**src/rtl/led_pwm_pkg.sv**
```systemverilog
// Shared widths, fade event bundle and helpers for the LED PWM fader.
// Gamma helper is only referenced when LED_PWM_GAMMA_EN is defined.
package led_pwm_pkg;

    localparam int NCH_DEF    = 3;
    localparam int PWM_W_DEF  = 8;
    localparam int PRE_W_DEF  = 8;
    localparam int RATE_W_DEF = 8;

    // Per-boundary broadcast from the shared timebase to every channel.
    typedef struct packed {
        logic jump;   // boundary with fade_rate == 0: current snaps to target
        logic step;   // boundary that completes a fade interval: move 1 LSB
    } fade_evt_t;

    // Ceiling log2, never less than 1 so a single channel still has an address bit.
    function automatic int clog2_min1(input int n);
        int w;
        w = 1;
        while ((1 << w) < n) w = w + 1;
        return w;
    endfunction

    // Square-law brightness curve; full scale is kept at full scale.
    function automatic logic [31:0] gamma(input logic [31:0] c, input int w);
        logic [63:0] sq;
        logic [31:0] full;
        full = (32'd1 << w) - 32'd1;
        if (c == full) return c;
        sq = 64'(c) * 64'(c);
        return 32'(sq >> w);
    endfunction

endpackage

```
**src/rtl/led_pwm_chan.sv**
```systemverilog
// One PWM channel: target/current duty, linear fade stepping, compare stage, busy flag.
// Latency: 1 clk counter-to-pin; duty changes only at period boundaries; no backpressure. LED_PWM_GAMMA_EN selects gamma compare.
module led_pwm_chan
    import led_pwm_pkg::*;
#(
    parameter int PWM_W = PWM_W_DEF
) (
    input  logic             clk,
    input  logic             reset,
    input  logic             wr_en,
    input  logic [PWM_W-1:0] wr_data,
    input  logic [PWM_W-1:0] pwm_cnt,
    input  fade_evt_t        evt,
    output logic             pwm_out,
    output logic             busy
);

    logic [PWM_W-1:0] target;
    logic [PWM_W-1:0] current;
    logic [PWM_W-1:0] duty;

`ifdef LED_PWM_GAMMA_EN
    always_comb duty = PWM_W'(gamma(32'(current), PWM_W));
`else
    always_comb duty = current;
`endif

    assign busy = (current != target);

    // Boundary logic sees the pre-write target: the write lands in the same edge.
    always_ff @(posedge clk) begin
        if (reset) begin
            target  <= '0;
            current <= '0;
            pwm_out <= 1'b0;
        end else begin
            if (evt.jump) begin
                current <= target;
            end else if (evt.step) begin
                if (current < target)
                    current <= current + PWM_W'(1);
                else if (current > target)
                    current <= current - PWM_W'(1);
            end
            if (wr_en)
                target <= wr_data;
            pwm_out <= (pwm_cnt < duty);
        end
    end

endmodule

```
**src/rtl/led_pwm_fader.sv**
```systemverilog
// Multi-channel PWM LED fader: shared prescaler, PWM counter and fade divider feeding NCH channels.
// Latency: 1 clk counter-to-pin, period_strb 1 clk after boundary; no backpressure. Optional: LED_PWM_GAMMA_EN.
module led_pwm_fader
    import led_pwm_pkg::*;
#(
    parameter  int NCH    = NCH_DEF,
    parameter  int PWM_W  = PWM_W_DEF,
    parameter  int PRE_W  = PRE_W_DEF,
    parameter  int RATE_W = RATE_W_DEF,
    localparam int AW     = clog2_min1(NCH)
) (
    input  logic              clk,
    input  logic              reset,
    input  logic [PRE_W-1:0]  prescale,
    input  logic [RATE_W-1:0] fade_rate,
    input  logic              wr,
    input  logic [AW-1:0]     wr_addr,
    input  logic [PWM_W-1:0]  wr_data,
    output logic [NCH-1:0]    pwm_out,
    output logic [NCH-1:0]    busy,
    output logic              period_strb
);

    logic [PRE_W-1:0]  pre_cnt;
    logic [PWM_W-1:0]  pwm_cnt;
    logic [RATE_W-1:0] fade_cnt;
    logic              tick;
    logic              boundary;
    fade_evt_t         evt;

    assign tick     = (pre_cnt == prescale);
    assign boundary = tick && (pwm_cnt == '1);

    always_comb begin
        evt      = '0;
        evt.jump = boundary && (fade_rate == '0);
        evt.step = boundary && (fade_rate != '0) && (fade_cnt == fade_rate - RATE_W'(1));
    end

    // A prescale lowered below the running count lets pre_cnt wrap through zero.
    always_ff @(posedge clk) begin
        if (reset) begin
            pre_cnt     <= '0;
            pwm_cnt     <= '0;
            fade_cnt    <= '0;
            period_strb <= 1'b0;
        end else begin
            pre_cnt     <= tick ? '0 : pre_cnt + PRE_W'(1);
            period_strb <= boundary;
            if (tick)
                pwm_cnt <= pwm_cnt + PWM_W'(1);
            if (boundary && (fade_rate != '0))
                fade_cnt <= evt.step ? '0 : fade_cnt + RATE_W'(1);
        end
    end

    for (genvar i = 0; i < NCH; i++) begin : g_chan
        led_pwm_chan #(
            .PWM_W (PWM_W)
        ) u_chan (
            .clk     (clk),
            .reset   (reset),
            .wr_en   (wr && (wr_addr == AW'(i))),
            .wr_data (wr_data),
            .pwm_cnt (pwm_cnt),
            .evt     (evt),
            .pwm_out (pwm_out[i]),
            .busy    (busy[i])
        );
    end

endmodule
```
**config.mk**
```make
export PLATFORM = sky130hd
export DESIGN_NAME = led_pwm_fader
export DESIGN_NICKNAME = d
export VERILOG_FILES = /design/src/rtl/led_pwm_pkg.sv /design/src/rtl/led_pwm_chan.sv /design/src/rtl/led_pwm_fader.sv
export SDC_FILE = /design/constraint.sdc
export NUM_CORES = 1
export LEC_CHECK = 0
export CORE_AREA = 10 10 101 112
export DETAILED_ROUTE_END_ITERATION = 6
export DIE_AREA = 0 0 111 122
export GPL_ROUTABILITY_DRIVEN = 1
export GPL_TIMING_DRIVEN = 0
export MAX_ROUTING_LAYER = met4
export PLACE_DENSITY = 0.81
export REMOVE_ABC_BUFFERS = 1
export SYNTH_ARGS = -nofsm -noshare
export SYNTH_HDL_FRONTEND = slang
export SYNTH_SLANG_ARGS = --single-unit
export TNS_END_PERCENT = 1
```
**constraint.sdc**
```tcl
create_clock -name clk -period 7.8 [get_ports clk]
set_input_delay 1.17 -clock clk [delete_from_list [all_inputs] [get_ports clk]]
set_output_delay 1.17 -clock clk [all_outputs]
set_load 0.01 [all_outputs]
```
==> summary.txt, run 1 <==
Floorplan
  – Core footprint: 9120 µm²
  – DIE WIDTH: 111 µm
  – Top Ports: 36
  – Initial core utilization: 59.1%
  – Rows: 37
  – Die Area: 13500 µm²
  – Die Ht: 122 µm

Pwr
  – Max VDD drop: 93.5 µV
  – Pwr Density: 141 nW/µm²
  – Switching Power: 238 µW
  – Total chip power: 842 µW
  – Leak: 2.54 nW
  – Internal power: 604 µW
  – Part of the power in registers: 47.3%
  – Sw frac: 28.2%
  – Comb pwr share: 17.1%
  – Clock network power share: 35.5%

Timing
  – Final Hold Fails: 0
  – Clk_skew: 0.00736 ns
  – Headroom to the max-slew limit: 27.2%
  – Fmax: 234 MHz
  – Final TNS setup: 0 ns
  – Post-layout min period: 4.28 ns
  – Slew Viols, Final: 0
  – Worst-Margin Slew: 1.08 ns
  – Final Setup Violations: 0
  – Hold Worst Slack: 0.468 ns
  – Fin crit share: 54.8%
  – Unrepaired setup endpoints after global routing: false

Route
  – Antenna Violating Nets Remaining: 0
  – Routed wire per std cell: 15.8 µm
  – Router iterations before antenna repair: 5
  – Routed wire length: 12.5 mm
  – Vias per cell: 5.82
  – Residual DRC: 0
  – Drt initial violations: 288
  – Vias after detailed routing: 4624

Place
  – Final HPWL DP: 9.61 mm
  – # port buffers: 35
  – GPL Wtd Cong: 0.903

Clock tree
  – CTS buffer count: 9
  – Worst-path clk slew: 0.07 ns
  – Root Buffer: clkbuf_8
  – Hold Buf Count CTS: 0
  – Max Buffers Root-to-Sink: 2
  – Post-CTS setup buffer count: 0
  – CTS sink cnt: 76
  – CTS tree: done
  – Worst-Skew Late Latency: 0.37 ns
  – Max H-tree Level: 3
  – # resized after CTS: 0

Synthesis
  – Syn_area_per_cell: 8.31 µm²
  – Mapped Cells: 649
  – Largest cells by area after synthesis: dfxtp_1 (28%), ha_1 (16%), xnor2_1 (5.2%)
  – Synth warnings: 0
  – Count leader, synth: dfxtp_1
  – Top cell type's share of synthesized area: 28.2%
  – Synth Flop Type: dfxtp_1
  – Top cells by count, synth: dfxtp_1 (76), ha_1 (70), nor2_1 (68)
  – Cell variety after synth: 56
  – Number of synthesized flops with an enable pin: 0
  – Post-Syn Area: 5390 µm²
  – Sequential fraction of the synthesis area: 28.2%
  – Asr flop ratio synth: 0%
  – Register bit total from synthesis: 76
  – Yosys top cell by area: dfxtp_1

Setup path
  – CP Max Fanout: 10
  – Critical path arrival: 4.53 ns
  – CP Cell Sequence: clkdlybuf4s50_1 -> inv_1 -> ha_1 -> nor3b_1 -> a211o_1 -> or4_4 -> a2111oi_4 -> and2_1 -> nor3_2 -> a221o_1
  – Worst Setup Start Kind: input pin
  – CP bufs+invs: 2
  – Worst path max stage delay: 0.67 ns
  – CP max stage cell: a2111oi_4
  – Crit. End Element: flip-flop
  – Delay-heaviest family, CP: compound AO/OA/AOI/OAI gates
  – CP Class: in -> reg
  – CP required: 8.05 ns

Cells and area
  – Final #Nets: 775
  – Fraction of layout cells with a size suffix above 1: 4.42%
  – Register Area: 1520 µm²
  – Fill cells: 777
  – Multi-input combinational cell area: 3520 µm²
  – ANT cells: 0
  – Synth-to-layout area growth: 11.0%

Global route
  – Vias in the first global route: 4657
  – Initial antenna violation count: 0
  – GRT Resource Usage Total: 19.0%
  – Largest net degree at the start of global routing: 45
  – GR Overflow Total: 0
  – Global-route wire length before repair: 20.9 mm

Min path
  – Worst Hold Class: reg -> reg

Run status
  – Status: complete, no violations

Run
  – Max Cap Viol: 0
[flip-flops by register name, indices dropped and copies added (netlist names)]
| name | count |
|---|---|
| period_strb | 1 |
| g_chan.u_chan.current | 24 |
| fade_cnt | 8 |
| g_chan.u_chan.target | 24 |
| pwm_cnt | 8 |
| g_chan.u_chan.pwm_out | 3 |
| pre_cnt | 8 |
[power by group through the flow]
stage | Combinational [mW] | Sequential [mW] | Clock (mW)
floorplan | 0.0907 | 0.406 | 0
global placement | 0.135 | 0.407 | 0
detailed placement | 0.142 | 0.407 | 0
CTS | 0.144 | 0.398 | 0.304
global route | 0.159 | 0.399 | 0.321
finish | 0.144 | 0.398 | 0.299
[final cells by class]
| cell class | instances | area share, % |
|---|---|---|
| Clock buffer | 10 | 2.13 |
| Sequential cell | 76 | 25.4 |
| Clock inverter | 6 | 1.09 |
| Multi-Input combinational cell | 487 | 58.8 |
| Tap cell | 117 | 2.45 |
| Inverter | 62 | 3.89 |
| Timing Repair Buffer | 37 | 6.19 |
[worst paths after layout]
kind / slack, ns / startpoint / depth (start not counted) / to
setup / recovery: 3.52 / fade_rate[0] / 10 / g_chan[1].u_chan.current[3]$_SDFFE_PP0P_
hold reg to reg: 0.47 / g_chan[0].u_chan.target[1]$_SDFFE_PP0P_ / 2 / g_chan[0].u_chan.current[1]$_SDFFE_PP0P_
hold / removal: 0.47 / g_chan[0].u_chan.target[1]$_SDFFE_PP0P_ / 2 / g_chan[0].u_chan.current[1]$_SDFFE_PP0P_
setup reg to reg: 4.03 / g_chan[0].u_chan.target[3]$_SDFFE_PP0P_ / 13 / g_chan[0].u_chan.current[7]$_SDFFE_PP0P_
[kinds of logic after synthesis]
| family | after synthesis | share of synthesized area [%] |
|---|---|---|
| xor+xnor | 55 | 8.93 |
| compound gates | 122 | 14.6 |
| fa+ha+maj | 73 | 17.4 |
| simple gates | 215 | 20.3 |
| buf+inv | 86 | 6.54 |
| flops | 76 | 28.2 |
| mux | 22 | 4.08 |
[metal layers]
metal | up-vias | global-route usage [%] | share of wire (%)
li1 | 2317 | - | -
met1 | 2130 | 20.3 | 43
met2 | 131 | 33.6 | 49
met3 | 46 | 2.70 | 3.8
met4 | 0 | 9.93 | 3.5
met5 | - | - | 0
[worst min-delay path, stage by stage, from the launching register on]
cell and delay, ns:
dfxtp_1 0.33, nand2_1 0.05, o21ai_0 0.06
[cells in the final DEF, fill, tap and decap left out, drive strengths merged, types with 5 or more instances in the layout]
| cell type | netlist | final |
|---|---|---|
| nor2 | 68 | 68 |
| nand2 | 37 | 37 |
| nor3 | 12 | 12 |
| nor4 | 10 | 10 |
| xnor2 | 32 | 32 |
| nand4 | 11 | 11 |
| clkbuf | 12 | 11 |
| nor2b | 6 | 6 |
| ha | 70 | 70 |
| nand2b | 5 | 5 |
| xor2 | 23 | 23 |
| inv | 62 | 62 |
| o21ai | 26 | 26 |
| a211o | 5 | 5 |
| a21oi | 45 | 45 |
| mux2i | 22 | 22 |
| or3 | 8 | 8 |
| a21o | 12 | 12 |
| nand3 | 31 | 31 |
| clkdlybuf4s50 | 0 | 34 |
| dfxtp | 76 | 76 |
| and3 | 8 | 8 |
[metrics by stage]
step	instance area, µm²	utilization, %	instances	worst slack (ns)
3_3_place_gp	5770	63.2	777	3.16
4_1_cts	5980	65.6	794	3.55
6_report	5990	65.6	795	3.52
2_1_floorplan	5270	-	625	4.24
5_1_grt	5990	65.6	795	3.27
3_5_place_dp	5790	63.5	778	3.17
No activity file was read; power rests on OpenSTA's default activity.
==> run 2, diff against run 1 <==
- CORE_AREA: 10 10 101 112 -> 10 10 107 118
- DIE_AREA: 0 0 111 122 -> 0 0 117 128
- PLACE_DENSITY: 0.81 -> 0.76
- clock period: 7.8 -> 3.45 ns (I/O delays scaled with it)
==> run 2 against run 1 <==
Register-to-register slack worse by 3.9 ns. Highest routed layer unchanged. Flip-flop and latch count unchanged. Clock-buffer cell count is the same. Via count up 1.4%. Sequential power increased by 130%. Critical path type unchanged. Power rose to 2.7 times the previous value.
==> summary.txt, run 2 (synthesis results as in run 1) <==
Floorplan
  – Top Ports: 36 (unchanged)
  – Rows: 39 (was 37)
  – DIE WIDTH: 117 µm (was 111 µm)
  – Initial core utilization: 52.6% (was 59.1%)
  – Die Ht: 128 µm (was 122 µm)
  – Die Area: 15000 µm² (was 13500 µm²)
  – Core footprint: 10200 µm² (was 9120 µm²)

Cells and area
  – Commonest non-fill, non-tap cell in the layout: dfxtp_1 (unchanged)
  – Commonest cells after routing, fill and taps aside: dfxtp_1 (75), ha_1 (70), nor2_1 (68), inv_1 (60), a21oi_1 (43) (was dfxtp_1 (76), ha_1 (70), nor2_1 (68), inv_1 (62), a21oi_1 (45))
  – Final #Nets: 776 (was 775)
  – Largest regs: g_chan.u_chan.current (24), g_chan.u_chan.target (24) (unchanged)
  – Finished Layout Cells: 802 (was 795)
  – Fraction of layout cells with a size suffix above 1: 6.04% (was 4.42%)
  – Synth-to-layout area growth: 14.6% (was 11.0%)
  – Final Cell Area: 6180 µm² (was 5990 µm²)
  – ANT cells: 0 (unchanged)

Setup path
  – RR Endpoint: g_chan[2].u_chan.current[7]$_SDFFE_PP0P_ (was g_chan[0].u_chan.current[7]$_SDFFE_PP0P_)
  – CP Max Fanout: 9 (was 10)
  – CP Class: in -> reg (unchanged)
  – Crit. End Element: flip-flop (unchanged)
  – CP required: 3.68 ns (was 8.05 ns)
  – Reg2reg start: g_chan[2].u_chan.current[0]$_SDFFE_PP0P_ (was g_chan[0].u_chan.target[3]$_SDFFE_PP0P_)
  – FF-to-FF setup slack: 0.18 ns (was 4.03 ns)
  – Worst Setup Start Kind: input pin (unchanged)
  – Critical path arrival: 3.50 ns (was 4.53 ns)
  – R2R depth: 15 (was 13)

Min path
  – WHS Path Cells: 2 (unchanged)
  – Worst Hold Class: reg -> reg (unchanged)
  – Hold EP: g_chan[1].u_chan.current[0]$_SDFFE_PP0P_ (was g_chan[0].u_chan.current[1]$_SDFFE_PP0P_)
  – Min-Delay Startpoint: g_chan[1].u_chan.target[0]$_SDFFE_PP0P_ (was g_chan[0].u_chan.target[1]$_SDFFE_PP0P_)

Run
  – Max Cap Viol: 0 (unchanged)

Timing
  – Post-layout min period: 3.28 ns
  – Final setup margin: 0.173 ns (was 3.52 ns)
  – Fin crit share: 95.0%
  – Final Setup Violations: 0 (unchanged)
  – Slew Viols, Final: 0 (unchanged)
  – Headroom to the max-slew limit: 36.2% (was 27.2%)
  – Clk_skew: 0.00634 ns (was 0.00736 ns)
  – Final Hold Fails: 0 (unchanged)
  – Worst-Margin Slew: 0.953 ns (was 1.08 ns)
  – Unrepaired setup endpoints after global routing: true (was false)
  – Fmax: 305 MHz

Global route
  – GRT Resource Usage Total: 18.4% (was 19.0%)
  – Vias in the first global route: 4861 (was 4657)
  – Initial antenna violation count: 0 (unchanged)
  – Largest net degree at the start of global routing: 47 (was 45)
  – GR Overflow Total: 0 (unchanged)
  – Global-route wire length before repair: 22.2 mm (was 20.9 mm)

Run status
  – Status: complete, no violations (unchanged)

Pwr
  – Total chip power: 2.24 mW (was 842 µW)
  – Max VDD drop: 241 µV (was 93.5 µV)
  – Pwr Density: 363 nW/µm² (was 141 nW/µm²)
  – Leak: 2.62 nW (was 2.54 nW)

Place
  – GPL Wtd Cong: 0.877 (was 0.903)
  – # port buffers: 35 (unchanged)
  – Final HPWL DP: 9.73 mm (was 9.61 mm)
  – Dpl cell area: 5800 µm² (was 5790 µm²)
  – Pre-CTS worst setup slack: -0.526 ns (was 3.17 ns)
  – DP Cell Count: 784 (was 778)

Route
  – Vias per cell: 5.85 (was 5.82)
  – Router iterations before antenna repair: 5 (unchanged)
  – Antenna Violating Nets Remaining: 0 (unchanged)
  – Vias after detailed routing: 4689 (was 4624)
  – Residual DRC: 0 (unchanged)
  – Routed wire length: 13.0 mm (was 12.5 mm)
  – Drt initial violations: 317 (was 288)
  – Routed wire per std cell: 16.2 µm (was 15.8 µm)

Clock tree
  – Max H-tree Level: 3 (unchanged)
  – Worst-Skew Late Latency: 0.34 ns (was 0.37 ns)
  – Hold Buf Count CTS: 0 (unchanged)
  – Max Buffers Root-to-Sink: 2 (unchanged)
  – CTS tree: done (unchanged)
  – Root Buffer: clkbuf_16 (was clkbuf_8)
  – CTS sink cnt: 76 (unchanged)
  – Worst-path clk slew: 0.06 ns (was 0.07 ns)
  – CTS buffer count: 9 (unchanged)
[run 2: changes by cell type in the layout (fill, tap and decap cells not counted), moves of 2 or more]
cell,before,now
a21oi_1,45,43
a21oi_2,0,2
clkbuf_16,0,9
clkbuf_8,9,0
inv_1,62,60
inv_2,0,2
[run 2: through the flow]
stage,setup TNS [ns],hold WS [ns],util [%]
5_1_grt,-0.0486,0.487,60.3
6_report,0,0.463,60.3
3_5_place_dp,-7.40,0.447,56.6
4_1_cts,-0.0793,0.466,59.7
3_3_place_gp,-12.90,0.439,56.4
2_1_floorplan,0,0.425,-
[run 2: worst max-delay path by stage]
stage | end | slack, ns | startpoint
final | g_chan[2].u_chan.current[3]$_SDFFE_PP0P_ | 0.17 | fade_rate[1]
after global routing | g_chan[1].u_chan.current[7]$_SDFFE_PP0P_ | -0.03 | g_chan[1].u_chan.current[1]$_SDFFE_PP0P_
after CTS | g_chan[1].u_chan.current[7]$_SDFFE_PP0P_ | -0.03 | fade_rate[1]
after detailed placement | g_chan[1].u_chan.current[1]$_SDFFE_PP0P_ | -0.53 | fade_rate[0]
after global placement | g_chan[1].u_chan.current[3]$_SDFFE_PP0P_ | -0.65 | reset
after floorplan | g_chan[0].u_chan.current[7]$_SDFFE_PP0P_ | 0.24 | g_chan[0].u_chan.target[2]$_SDFFE_PP0P_
[run 2: layer usage]
metal	part of all wire, %	GRT usage (%)	vias up
met1	43	21.2	2209
met4	2.2	6.99	0
li1	-	-	2318
met3	4.8	2.86	24
met5	0	-	-
met2	50	31.4	138
[run 2: power breakdown]
part / switching (mW) / internal, mW
clock network: 0.375 / 0.633
logic: 0.188 / 0.146
registers: 0.0115 / 0.890
[run 2: what timing repair did]
item	CTS	global route
setup buffers	0	2
hold endpoints to repair	0	0
setup endpoints to repair	11	18
pin swaps	1	3
gates resized for setup	5	8
[run 2: critical path, cell delays in order]
cell and delay [ns]:
clkdlybuf4s50_1 0.55, inv_1 0.09, ha_1 0.17, nor3b_1 0.16
a211o_1 0.35, or4_4 0.48, a2111oi_4 0.32, buf_4 0.22
nand2_4 0.12, and3_1 0.25, a211o_1 0.26
[run 2: area by class of cell]
type / count / area [µm²]
timing repair buffer: 38 / 392
inverter: 62 / 233
multi-input combinational: 487 / 3560
tap: 123 / 154
fill: 891 / 4070
clock buffer: 10 / 229
sequential: 76 / 1520
clock inverter: 6 / 88.8
==> run 3, diff against run 2 <==
- CORE_AREA: 10 10 107 118 -> 10 10 101 112
- DIE_AREA: 0 0 117 128 -> 0 0 111 122
- GPL_ROUTABILITY_DRIVEN: 1 -> 0
- PLACE_DENSITY: 0.76 -> default
- PLACE_DENSITY_LB_ADDON: default -> 0.2
- clock period: 3.45 -> 4.1 ns (I/O delays scaled with it)
==> run 3 against run 2 <==
Clock power fell by 39%. Critical endpoint is now g_chan[1].u_chan.current[1]$_SDFFE_PP0P_. Largest power group is now registers. Highest routed layer unchanged. Clock skew grew 0.0012 ns. Die area is 9.6% lower. Flip-flop and latch count unchanged.
==> summary.txt, run 3 (synthesis results as in run 1) <==
Floorplan
  – Rows: 37 (was 39)
  – Top Ports: 36 (unchanged)
  – Core footprint: 9120 µm² (was 10200 µm²)
  – Die Area: 13500 µm² (was 15000 µm²)
  – DIE WIDTH: 111 µm (was 117 µm)
  – Initial core utilization: 59.1% (was 52.6%)
  – Die Ht: 122 µm (was 128 µm)

Place
  – Pre-CTS worst setup slack: -0.0337 ns (was -0.526 ns)
  – Final HPWL DP: 9.72 mm (was 9.73 mm)
  – DP Cell Count: 778 (was 784)
  – # port buffers: 35 (unchanged)
  – Dpl cell area: 5800 µm² (unchanged)

Cells and area
  – Fill cells: 772 (was 891)
  – Register Area: 1520 µm² (about the same)
  – Fraction of layout cells with a size suffix above 1: 4.14% (was 6.04%)
  – ANT cells: 0 (unchanged)
  – Finished Layout Cells: 794 (was 802)
  – Commonest cells after routing, fill and taps aside: dfxtp_1 (76), ha_1 (70), nor2_1 (68), inv_1 (62), a21oi_1 (45) (was dfxtp_1 (75), ha_1 (70), nor2_1 (68), inv_1 (60), a21oi_1 (43))
  – Final #Nets: 774 (was 776)
  – Largest regs: g_chan.u_chan.current (24), g_chan.u_chan.target (24) (unchanged)
  – Final Cell Area: 6010 µm² (was 6180 µm²)
  – Commonest non-fill, non-tap cell in the layout: dfxtp_1 (unchanged)
  – Multi-input combinational cell area: 3530 µm² (was 3560 µm²)
  – Synth-to-layout area growth: 11.5% (was 14.6%)

Setup path
  – CP Max Fanout: 10 (was 9)
  – Worst Setup Start Kind: input pin (unchanged)
  – Reg2reg start: g_chan[0].u_chan.target[3]$_SDFFE_PP0P_ (was g_chan[2].u_chan.current[0]$_SDFFE_PP0P_)
  – RR Endpoint: g_chan[0].u_chan.current[7]$_SDFFE_PP0P_ (was g_chan[2].u_chan.current[7]$_SDFFE_PP0P_)
  – FF-to-FF setup slack: 0.37 ns (was 0.18 ns)
  – CP max stage cell: a2111oi_4 (was clkdlybuf4s50_1)
  – Critical path arrival: 4.01 ns (was 3.50 ns)
  – CP Class: in -> reg (unchanged)
  – R2R depth: 13 (was 15)
  – Crit. End Element: flip-flop (unchanged)
  – CP required: 4.34 ns (was 3.68 ns)
  – CP Cell Sequence: clkdlybuf4s50_1 -> inv_1 -> ha_1 -> nor3b_1 -> a211o_1 -> or4_4 -> a2111oi_4 -> and2_1 -> mux2i_1 -> o21ai_1 (was clkdlybuf4s50_1 -> inv_1 -> ha_1 -> nor3b_1 -> a211o_1 -> or4_4 -> a2111oi_4 -> buf_4 -> nand2_4 -> and3_1 -> a211o_1)
  – Worst path max stage delay: 0.69 ns (was 0.55 ns)

Global route
  – Largest net degree at the start of global routing: 32 (was 47)
  – GR Overflow Total: 0 (unchanged)
  – GRT Resource Usage Total: 19.1% (was 18.4%)
  – Global-route wire length before repair: 21.1 mm (was 22.2 mm)
  – Vias in the first global route: 4680 (was 4861)
  – Initial antenna violation count: 0 (unchanged)

Timing
  – Final setup margin: 0.323 ns (was 0.173 ns)
  – Fin crit share: 92.1%
  – Hold Worst Slack: 0.462 ns (was 0.463 ns)
  – Unrepaired setup endpoints after global routing: false (was true)
  – Fmax: 265 MHz
  – Headroom to the max-slew limit: 18.6% (was 36.2%)
  – Final Setup Violations: 0 (unchanged)
  – Clk_skew: 0.00758 ns (was 0.00634 ns)
  – Worst-Margin Slew: 1.21 ns (was 0.953 ns)
  – Final TNS setup: 0 ns (unchanged)
  – Slew Viols, Final: 0 (unchanged)
  – Post-layout min period: 3.78 ns
  – Final Hold Fails: 0 (unchanged)

Clock tree
  – Worst-Skew Late Latency: 0.36 ns (was 0.34 ns)
  – CTS buffer count: 9 (unchanged)
  – # resized after CTS: 0 (was 5)
  – Worst-path clk slew: 0.08 ns (was 0.06 ns)
  – CTS sink cnt: 76 (unchanged)
  – Root Buffer: clkbuf_8 (was clkbuf_16)
  – Max H-tree Level: 3 (unchanged)
  – CTS tree: done (unchanged)
  – Hold Buf Count CTS: 0 (unchanged)
  – Post-CTS setup buffer count: 0 (unchanged)
  – Max Buffers Root-to-Sink: 2 (unchanged)

Min path
  – Worst Hold Class: reg -> reg (unchanged)
  – Hold EP: g_chan[0].u_chan.current[1]$_SDFFE_PP0P_ (was g_chan[1].u_chan.current[0]$_SDFFE_PP0P_)
  – WHS Path Cells: 2 (unchanged)
  – Min-Delay Startpoint: g_chan[0].u_chan.target[1]$_SDFFE_PP0P_ (was g_chan[1].u_chan.target[0]$_SDFFE_PP0P_)

Route
  – Routed wire per std cell: 15.7 µm (was 16.2 µm)
  – Vias per cell: 5.80 (was 5.85)
  – Vias after detailed routing: 4606 (was 4689)
  – Router iterations before antenna repair: 5 (unchanged)
  – Residual DRC: 0 (unchanged)
  – Drt initial violations: 237 (was 317)
  – Routed wire length: 12.4 mm (was 13.0 mm)
  – Antenna Violating Nets Remaining: 0 (unchanged)

Pwr
  – Pwr Density: 273 nW/µm² (was 363 nW/µm²)
  – Max VDD drop: 190 µV (was 241 µV)
  – Leak: 2.54 nW (was 2.62 nW)

Run status
  – Status: complete, no violations (unchanged)

Run
  – Max Cap Viol: 0 (unchanged)
[run 3: cell count changes in the layout (fill, tap and decap cells not counted), sizes merged]
cell           delta
dlygate4sd2       -1
buf               -2
clkbuf            +2
clkinvlp          -2
clkdlybuf4s50     +1
[run 3: area by class of cell]
cell class,instances,area share (%)
flip-flops and latches,76,25.3
clock inverters,4,1.23
multi-input cells,487,58.7
well taps,117,2.44
clock buffers,12,2.25
inverters,62,3.87
repair buffers,36,6.20
[run 3: routing by layer]
layer / GRT usage (%) / share of wire (%) / up-vias
met5: - / 0 / -
met4: 9.85 / 2.6 / 0
met3: 3.00 / 3.6 / 28
met2: 33.1 / 50 / 101
met1: 20.8 / 44 / 2161
li1: - / - / 2316
[run 3: worst max path at each step]
stage / from / endpoint / cells after the start
finish: fade_rate[0] / g_chan[1].u_chan.current[1]$_SDFFE_PP0P_ / 10
global route: fade_rate[0] / g_chan[1].u_chan.current[7]$_SDFFE_PP0P_ / 10
CTS: fade_rate[0] / g_chan[1].u_chan.current[7]$_SDFFE_PP0P_ / 10
detailed placement: fade_rate[0] / g_chan[1].u_chan.current[7]$_SDFFE_PP0P_ / 10
global placement: reset / g_chan[1].u_chan.current[3]$_SDFFE_PP0P_ / 5
floorplan: g_chan[0].u_chan.target[2]$_SDFFE_PP0P_ / g_chan[0].u_chan.current[7]$_SDFFE_PP0P_ / 13
[run 3: stage by stage]
stage | total power, mW | util, %
floorplan | 0.945 | -
global placement | 1.03 | 63.2
detailed placement | 1.04 | 63.5
CTS | 1.65 | 65.8
global route | 1.72 | 65.9
finish | 1.64 | 65.9
[run 3: worst max-delay path: cells and delay by family]
family | cells | cell delay, ns
compound gates | 3 | 1.10
fa+ha+maj | 1 | 0.21
buf+inv | 2 | 0.71
mux | 1 | 0.25
simple gates | 3 | 1.14
[run 3: where the power goes]
| part | switching (mW) | total (mW) | internal, mW |
|---|---|---|---|
| Sequential | 0.00947 | 0.758 | 0.748 |
| Combinational | 0.151 | 0.272 | 0.120 |
| Clock | 0.268 | 0.612 | 0.344 |
